==> src/rtl/bcd_time_counter.sv <==
// rtl/bcd_time_counter.sv - four-digit BCD MM:SS up/down counter with wrap/saturate ends
// Run-time digit adjust is built only when BCD_TIME_COUNTER_ADJUST_EN is defined.
module bcd_time_counter #(
    parameter int unsigned MIN_TENS_MAX = 5,
    parameter bit          WRAP         = 1'b1
) (
    input  logic       clk,
    input  logic       rst,
    input  logic       tick,
    input  logic       paused,
    input  logic       dir,
    input  logic       adj_load,
    input  logic [1:0] adj_sel,
    input  logic [3:0] adj_val,
    output logic [3:0] min_l,
    output logic [3:0] min_r,
    output logic [3:0] sec_l,
    output logic [3:0] sec_r,
    output logic       carry_out,
    output logic       expired,
    output logic       at_limit
);
    localparam logic [3:0] ML_MAX = 4'(MIN_TENS_MAX);

    logic [3:0] min_l_nxt;
    logic [3:0] min_r_nxt;
    logic [3:0] sec_l_nxt;
    logic [3:0] sec_r_nxt;
    logic       carry_nxt;
    logic       expired_nxt;
    logic       at_limit_nxt;
    logic       step;
    logic       adj_take;
    logic       at_full;
    logic       at_zero;

    assign step    = tick & ~paused;
    assign at_zero = (min_l == 4'd0) && (min_r == 4'd0) && (sec_l == 4'd0) && (sec_r == 4'd0);
    assign at_full = (min_l == ML_MAX) && (min_r == 4'd9) && (sec_l == 4'd5) && (sec_r == 4'd9);

`ifdef BCD_TIME_COUNTER_ADJUST_EN
    function automatic logic [3:0] clamp(input logic [3:0] v, input logic [3:0] lim);
        return (v > lim) ? lim : v;
    endfunction

    assign adj_take = adj_load;
`else
    logic unused_adj;
    assign unused_adj = ^{adj_load, adj_sel, adj_val};
    assign adj_take   = 1'b0;
`endif

    always_comb begin
        min_l_nxt    = min_l;
        min_r_nxt    = min_r;
        sec_l_nxt    = sec_l;
        sec_r_nxt    = sec_r;
        carry_nxt    = 1'b0;
        expired_nxt  = 1'b0;
        at_limit_nxt = at_limit;
        if (adj_take) begin
`ifdef BCD_TIME_COUNTER_ADJUST_EN
            // An adjust wins over a same-cycle tick; the tick is simply lost.
            case (adj_sel)
                2'd0:    min_l_nxt = clamp(adj_val, ML_MAX);
                2'd1:    min_r_nxt = clamp(adj_val, 4'd9);
                2'd2:    sec_l_nxt = clamp(adj_val, 4'd5);
                default: sec_r_nxt = clamp(adj_val, 4'd9);
            endcase
            at_limit_nxt = 1'b0;
`endif
        end else if (step) begin
            if (!dir) begin
                if (at_full) begin
                    if (WRAP) begin
                        min_l_nxt    = 4'd0;
                        min_r_nxt    = 4'd0;
                        sec_l_nxt    = 4'd0;
                        sec_r_nxt    = 4'd0;
                        carry_nxt    = 1'b1;
                        at_limit_nxt = 1'b0;
                    end else begin
                        at_limit_nxt = 1'b1;
                    end
                end else begin
                    at_limit_nxt = 1'b0;
                    if (sec_r != 4'd9) begin
                        sec_r_nxt = sec_r + 4'd1;
                    end else begin
                        sec_r_nxt = 4'd0;
                        if (sec_l != 4'd5) begin
                            sec_l_nxt = sec_l + 4'd1;
                        end else begin
                            sec_l_nxt = 4'd0;
                            if (min_r != 4'd9) begin
                                min_r_nxt = min_r + 4'd1;
                            end else begin
                                min_r_nxt = 4'd0;
                                min_l_nxt = min_l + 4'd1;
                            end
                        end
                    end
                end
            end else begin
                if (at_zero) begin
                    if (WRAP) begin
                        min_l_nxt    = ML_MAX;
                        min_r_nxt    = 4'd9;
                        sec_l_nxt    = 4'd5;
                        sec_r_nxt    = 4'd9;
                        carry_nxt    = 1'b1;
                        at_limit_nxt = 1'b0;
                    end else begin
                        at_limit_nxt = 1'b1;
                    end
                end else begin
                    at_limit_nxt = 1'b0;
                    expired_nxt  = (min_l == 4'd0) && (min_r == 4'd0) &&
                                   (sec_l == 4'd0) && (sec_r == 4'd1);
                    if (sec_r != 4'd0) begin
                        sec_r_nxt = sec_r - 4'd1;
                    end else begin
                        sec_r_nxt = 4'd9;
                        if (sec_l != 4'd0) begin
                            sec_l_nxt = sec_l - 4'd1;
                        end else begin
                            sec_l_nxt = 4'd5;
                            if (min_r != 4'd0) begin
                                min_r_nxt = min_r - 4'd1;
                            end else begin
                                min_r_nxt = 4'd9;
                                min_l_nxt = min_l - 4'd1;
                            end
                        end
                    end
                end
            end
        end
    end

    always_ff @(posedge clk or posedge rst) begin
        if (rst) begin
            min_l     <= 4'd0;
            min_r     <= 4'd0;
            sec_l     <= 4'd0;
            sec_r     <= 4'd0;
            carry_out <= 1'b0;
            expired   <= 1'b0;
            at_limit  <= 1'b0;
        end else begin
            min_l     <= min_l_nxt;
            min_r     <= min_r_nxt;
            sec_l     <= sec_l_nxt;
            sec_r     <= sec_r_nxt;
            carry_out <= carry_nxt;
            expired   <= expired_nxt;
            at_limit  <= at_limit_nxt;
        end
    end
endmodule

==> config.mk <==
export PLATFORM = sky130hd
export DESIGN_NAME = bcd_time_counter
export DESIGN_NICKNAME = d
export VERILOG_FILES = /design/src/rtl/bcd_time_counter.sv
export SDC_FILE = /design/constraint.sdc
export NUM_CORES = 1
export LEC_CHECK = 0
export ABC_AREA = 0
export CELL_PAD_IN_SITES_DETAIL_PLACEMENT = 1
export CELL_PAD_IN_SITES_GLOBAL_PLACEMENT = 1
export CORE_MARGIN = 4
export CORE_UTILIZATION = 37
export DETAILED_ROUTE_END_ITERATION = 10
export HOLD_SLACK_MARGIN = 0.1
export PLACE_DENSITY_LB_ADDON = 0.12
export SLEW_MARGIN = 10
export SYNTH_ARGS = -nofsm -noshare
export SYNTH_HDL_FRONTEND = slang
export SYNTH_SLANG_ARGS = --single-unit
==> constraint.sdc <==
create_clock -name clk -period 2.4 [get_ports clk]
set_clock_uncertainty 0.05 [all_clocks]
set_input_delay 0.48 -clock clk [delete_from_list [all_inputs] [get_ports clk]]
set_output_delay 0.48 -clock clk [all_outputs]
set_load 0.01 [all_outputs]
# Word-level counts from Yosys, hierarchy flattened
# Index checks and enable logic that the tools add are counted.
dict set report word_totals {
  register_bits 18
  latchBits 0
  ram_bits 0
  romBits 0
  inputBits 12
  out_inout_bits 19
  elab_cells 84
  mem_count 0
}
dict set report op_classes {
  add_sub_neg 8
  n_mul 0
  div_mod_pow 0
  n_lt_le_gt_ge 0
  eq_ne 14
  n_shift 0
  n_mux 37
  bitwise 2
  reduce_logical 17
}
# operator n
set op_table {}
lappend op_table {{4-bit 2-to-1 mux} 30}
lappend op_table {{3-bit != test, second input constant} 6}
lappend op_table {{4-bit by 1-bit adder with 4-bit output, second input constant} 4}
lappend op_table {{4-bit logical NOT} 4}
lappend op_table {{4-bit by 1-bit subtractor with 4-bit output, second input constant} 4}
lappend op_table {{4-bit nonzero test} 3}
lappend op_table {{4-bit by 3-bit equality test with 1-bit output, second input constant} 2}
lappend op_table {{4-bit equality test, second input constant} 2}
lappend op_table {{4-bit != test, second input constant} 2}
lappend op_table {{1-bit logical AND} 7}
lappend op_table {{1-bit 2-to-1 mux} 7}
lappend op_table {{7-bit AND reduction} 1}
lappend op_table {{5-bit AND reduction} 1}
lappend op_table {{4-bit by 1-bit equality test with 1-bit output, second input constant} 1}
lappend op_table {{4-bit by 3-bit != test with 1-bit output, second input constant} 1}
lappend op_table {{3-bit AND reduction} 1}
lappend op_table {{1-bit AND} 1}
lappend op_table {{1-bit NOT} 1}

# Depth between registers and ports, before layout
dict set report logic_depth {
  ltp_word 7
  depth_mapped 7
}

# Worst setup path before layout
# No wires, ideal clock.
dict set report synth_path {
  path_kind {register to register}
  startpoint {register sec_l[0]}
  endpoint {register min_l[0]}
  setup_time_ns 0.082
  t_arrival_ns 2.087
  required_time_ns 2.268
  slack_ns 0.182
  path_stages_with_launch 7
  n_path_buf 0
  cell_sequence {dfrtp_1 -> inv_1 -> ha_1 -> or3b_4 -> or4_4 -> or3_1 -> a31oi_1}
}
dict set report synth_between {
  elab_chain_cells 5
}
# item line_no
set synth_lines {}
lappend synth_lines {{from (decl)} 17} ;# output logic [3:0] sec_l,
lappend synth_lines {{from (signal assigned)} 153} ;# sec_l <= sec_l_nxt;
lappend synth_lines {{4-bit by 3-bit equality test with 1-bit output / 4-bit logical NOT (equally long branches)} {39, 38}}
lappend synth_lines {{1-bit logical AND (on tied branches) (2 in series)} {39, 38}}
lappend synth_lines {{3-bit != test (no line) (tied with other cells)} -}
lappend synth_lines {{7-bit AND reduction (no line) / 4-bit 2-to-1 mux (equally long branches)} -}
lappend synth_lines {{to (signal assigned)} 151} ;# min_l <= min_l_nxt;
lappend synth_lines {{to (decl)} 15} ;# output logic [3:0] min_l,
# Parallel ways exist; a longest one is shown, timed or not.
# A chain may end at the register's enable or synchronous reset.

# Final worst setup path
dict set report layout_path {
  startpoint {register sec_l[0]}
  endpoint {register carry_out}
}
dict set report layout_between {
  elab_chain_cells 6
}
# item line_no
set layout_lines {}
lappend layout_lines {{4-bit by 3-bit equality test with 1-bit output / 4-bit logical NOT (equally long branches)} {39, 38}}
lappend layout_lines {{1-bit logical AND (on tied branches) (2 in series)} {39, 38}}
lappend layout_lines {{1-bit 2-to-1 mux (on tied branches)} {74, 105}}
lappend layout_lines {{1-bit 2-to-1 mux *} 73} ;# if (!dir) begin
lappend layout_lines {{1-bit 2-to-1 mux *} 72} ;# end else if (step) begin
lappend layout_lines {{named net carry_nxt} 29} ;# logic carry_nxt;
lappend layout_lines {{to (signal assigned)} 155} ;# carry_out <= carry_nxt;
lappend layout_lines {{to (decl)} 19} ;# output logic carry_out,
# The timed path passes the listed nets; every way through them passes the cells marked *.

==> impl_metrics.py <==
metrics = {
    "run_status": {
        "status": "finished, final reports clean",
    },
    "setup_path": {
        "crit_type": "register to register",
        "reg2reg_slack_ns": 0.15,
        "rr_worst_depth": 6,
        "required_ns": 2.53,
        "r2r-start": "sec_l[0]$_DFFE_PP0P_",
        "startpoint_type": "register",
        "cp-startpoint": "sec_l[0]$_DFFE_PP0P_",
        "worstSetupEndpointType": "register",
        "r2r-end": "carry_out$_DFF_PP0_",
        "worstSetupEndpoint": "carry_out$_DFF_PP0_",
        "critical_path.max_fanout": 4,
        "cp.arrival_ns": 2.37,
    },
    "logic_synthesis": {
        "synth_flop_cell": "dfrtp_1",
        "yosysSeqAreaShare_pct": 30.85,
        "synth_area_leaders": "dfrtp_1 31%, ha_1 8.6%, o21ai_0 5.5%",
        "yosysTopAreaCellShare_pct": 30.85,
        "synth_area_um2": 1460,
        "yosys_warnings": 0,
        "synth_edf_count": 0,
        "avgSynthCellArea_um2": 8.296,
        "yosysUniqueCellTypes": 49,
        "async_reset_ff_share_pct": 100.0,
        "synth_area_leader_cell": "dfrtp_1",
        "ys_seq_elements": 18,
        "netlist_instances": 176,
        "syn-num-nets": 198,
    },
    "grt": {
        "grt_use_total_pct": 16.26,
        "grt_pass1_wl_um": 6734,
        "antenna_found_initial": 0,
        "grt_pass1_vias": 1423,
        "grt_overflow": 0,
        "grt_max_degree": 25,
    },
    "clock_network": {
        "cts_tree": "yes",
        "h-tree-depth": 1,
        "hold_buffers": 0,
        "insertion_delay_ns": 0.25,
        "cts-root-buf": "clkbuf_8",
        "clockBufferDepth": 2,
        "numCtsBuffers": 3,
        "postCtsSetupBuffers": 0,
        "clk_pin_slew_ns": 0.07,
        "post_cts_resized": 0,
        "clock-sinks": 18,
    },
    "layout": {
        "regArea_um2": 450.4,
        "design_area_um2": 1828,
        "fillCellCount": 460,
        "layout.nets": 225,
        "multi_input_area_um2": 935.9,
        "synthToLayoutAreaGrowth_pct": 25.19,
        "utilization_pct": 48.83,
        "drive_gt1_share_pct": 11.94,
        "antenna_cells": 0,
    },
    "job": {
        "cap_violations": 0,
    },
    "die": {
        "fp.dieW_um": 70.82,
        "num_io_pins": 31,
        "core_area_um2": 3744,
        "dieArea_um2": 5015,
        "die_y_um": 70.82,
        "fp-row-count": 22,
        "initial_core_util_pct": 39.00,
    },
    "power_and_ir_drop": {
        "vdd_ir_drop_max_mv": 0.5566,
        "leakage_nw": 0.7262,
        "p_per_area_nw_per_um2": 963.8,
    },
    "timing": {
        "rsz0062_at_grt": "false",
        "slew_headroom_pct": 65.10,
        "hold_violations": 0,
        "setup_ws_ns": 0.1548,
        "max_freq_mhz": 445.4,
        "fin_crit_sh_pct": 93.55,
        "fin_setup_tns_ns": 0,
        "setup_viol": 0,
        "tightest_slew_ns": 0.5201,
        "slew_viol_final": 0,
        "min_period_ns": 2.245,
    },
    "routing": {
        "initialDrtViolationCount": 73,
        "first_pass_iters": 4,
        "routed_wl_um": 3920,
        "vias": 1405,
        "ant_nets": 0,
        "wl_per_cell_um": 15.74,
        "route.detailed.drc": 0,
        "viasPerCell": 5.643,
    },
    "worst_hold_path": {
        "hp-class": "input port to async pin",
    },
    "placement": {
        "gp_congestion": 0.8877,
        "dp.final_hpwl_um": 2933,
        "dp_slack_ns": 0.02014,
        "place_area_um2": 1775,
        "port-buffer-count": 22,
    },
}
state kept, by name, summed over array words and instances (netlist names):
register   flops
carry_out      1
expired        1
min_l          4
min_r          4
sec_l          4
sec_r          4
routing by layer:
metal | track usage [%] | vias to the layer above | share of wire [%]
met1 | 22.04 | 698 | 48
li1 | - | 686 | -
met2 | 26.16 | 19 | 48
met4 | 5.428 | 0 | 0.59
met5 | 0 | - | 0
met3 | 2.841 | 2 | 2.8
cell usage in the layout (no fill, tap or decap), types with 3 or more instances in the layout:
| cell | n |
|---|---|
| nor2_1 | 14 |
| nand2b_1 | 6 |
| nor2b_1 | 4 |
| nor3b_1 | 3 |
| or3_1 | 3 |
| o21ai_0 | 16 |
| mux2i_1 | 3 |
| a21oi_1 | 11 |
| o31ai_1 | 6 |
| clkdlybuf4s50_1 | 22 |
| ha_1 | 8 |
| dfrtp_1 | 18 |
| nand3_1 | 7 |
| buf_4 | 11 |
| nand3b_1 | 3 |
| o21ai_1 | 3 |
| nand2_1 | 13 |
| inv_1 | 9 |
| clkbuf_8 | 3 |
worst min-delay path by stage:
stage | slack (ns) | endpoint
after floorplan | 0.37 | carry_out$_DFF_PP0_
after global placement | 0.52 | min_l[1]$_DFFE_PP0P_
after detailed placement | 0.53 | min_l[1]$_DFFE_PP0P_
after CTS | 0.51 | min_l[1]$_DFFE_PP0P_
after global routing | 0.54 | min_l[1]$_DFFE_PP0P_
final | 0.50 | min_l[1]$_DFFE_PP0P_
critical path, stage by stage (launching register included):
cell and delay (ns):
dfrtp_1 0.38, inv_1 0.10, ha_2 0.22, or3b_4 0.40
or4_4 0.43, or3_1 0.40, a21oi_1 0.18
per-stage QoR:
stage / instances / hold WS (ns) / power, mW
floorplan: 176 / 0.3686 / 1.149
global placement: 246 / 0.5186 / 1.499
detailed placement: 246 / 0.5308 / 1.542
CTS: 249 / 0.5053 / 1.772
global route: 249 / 0.5445 / 1.929
finish: 249 / 0.4969 / 1.762
cell usage after synthesis, types with 2 or more instances:
| master | instances |
|---|---|
| a21oi_1 | 11 |
| a22oi_1 | 2 |
| a311oi_1 | 2 |
| a32oi_1 | 2 |
| buf_2 | 2 |
| clkbuf_1 | 8 |
| dfrtp_1 | 18 |
| ha_1 | 10 |
| inv_1 | 10 |
| mux2i_1 | 3 |
| nand2_1 | 13 |
| nand2b_1 | 6 |
| nand3_1 | 7 |
| nand3b_1 | 3 |
| nor2_1 | 14 |
| nor2b_1 | 4 |
| nor3_1 | 2 |
| nor3b_1 | 3 |
| nor4_1 | 2 |
| o21ai_0 | 16 |
| o21ai_1 | 3 |
| o31ai_1 | 6 |
| or3_1 | 3 |
cell type report:
type                    instances  area share, %
inverters                      10          2.053
multi-input cells             137          51.20
well taps                      48          3.285
flip-flops and latches         18          24.64
repair buffers                 33          16.56
clock buffers                   3          2.259
report_power, final:
group / switching, mW / total [mW] / internal, mW
registers: 0.173 / 0.566 / 0.392
logic: 0.478 / 0.979 / 0.501
clock network: 0.106 / 0.218 / 0.112
total: 0.757 / 1.76 / 1.00
cells by family after synthesis:
logic type	count (synthesis)	share of synthesized area, %
simple gates	69	28.62
xor+xnor	2	1.200
fa+ha+maj	10	8.569
flops	18	30.85
buf+inv	21	5.827
mux	4	2.828
other cells	1	0.2568
compound gates	51	21.85
(Power assumes the default switching activity.)
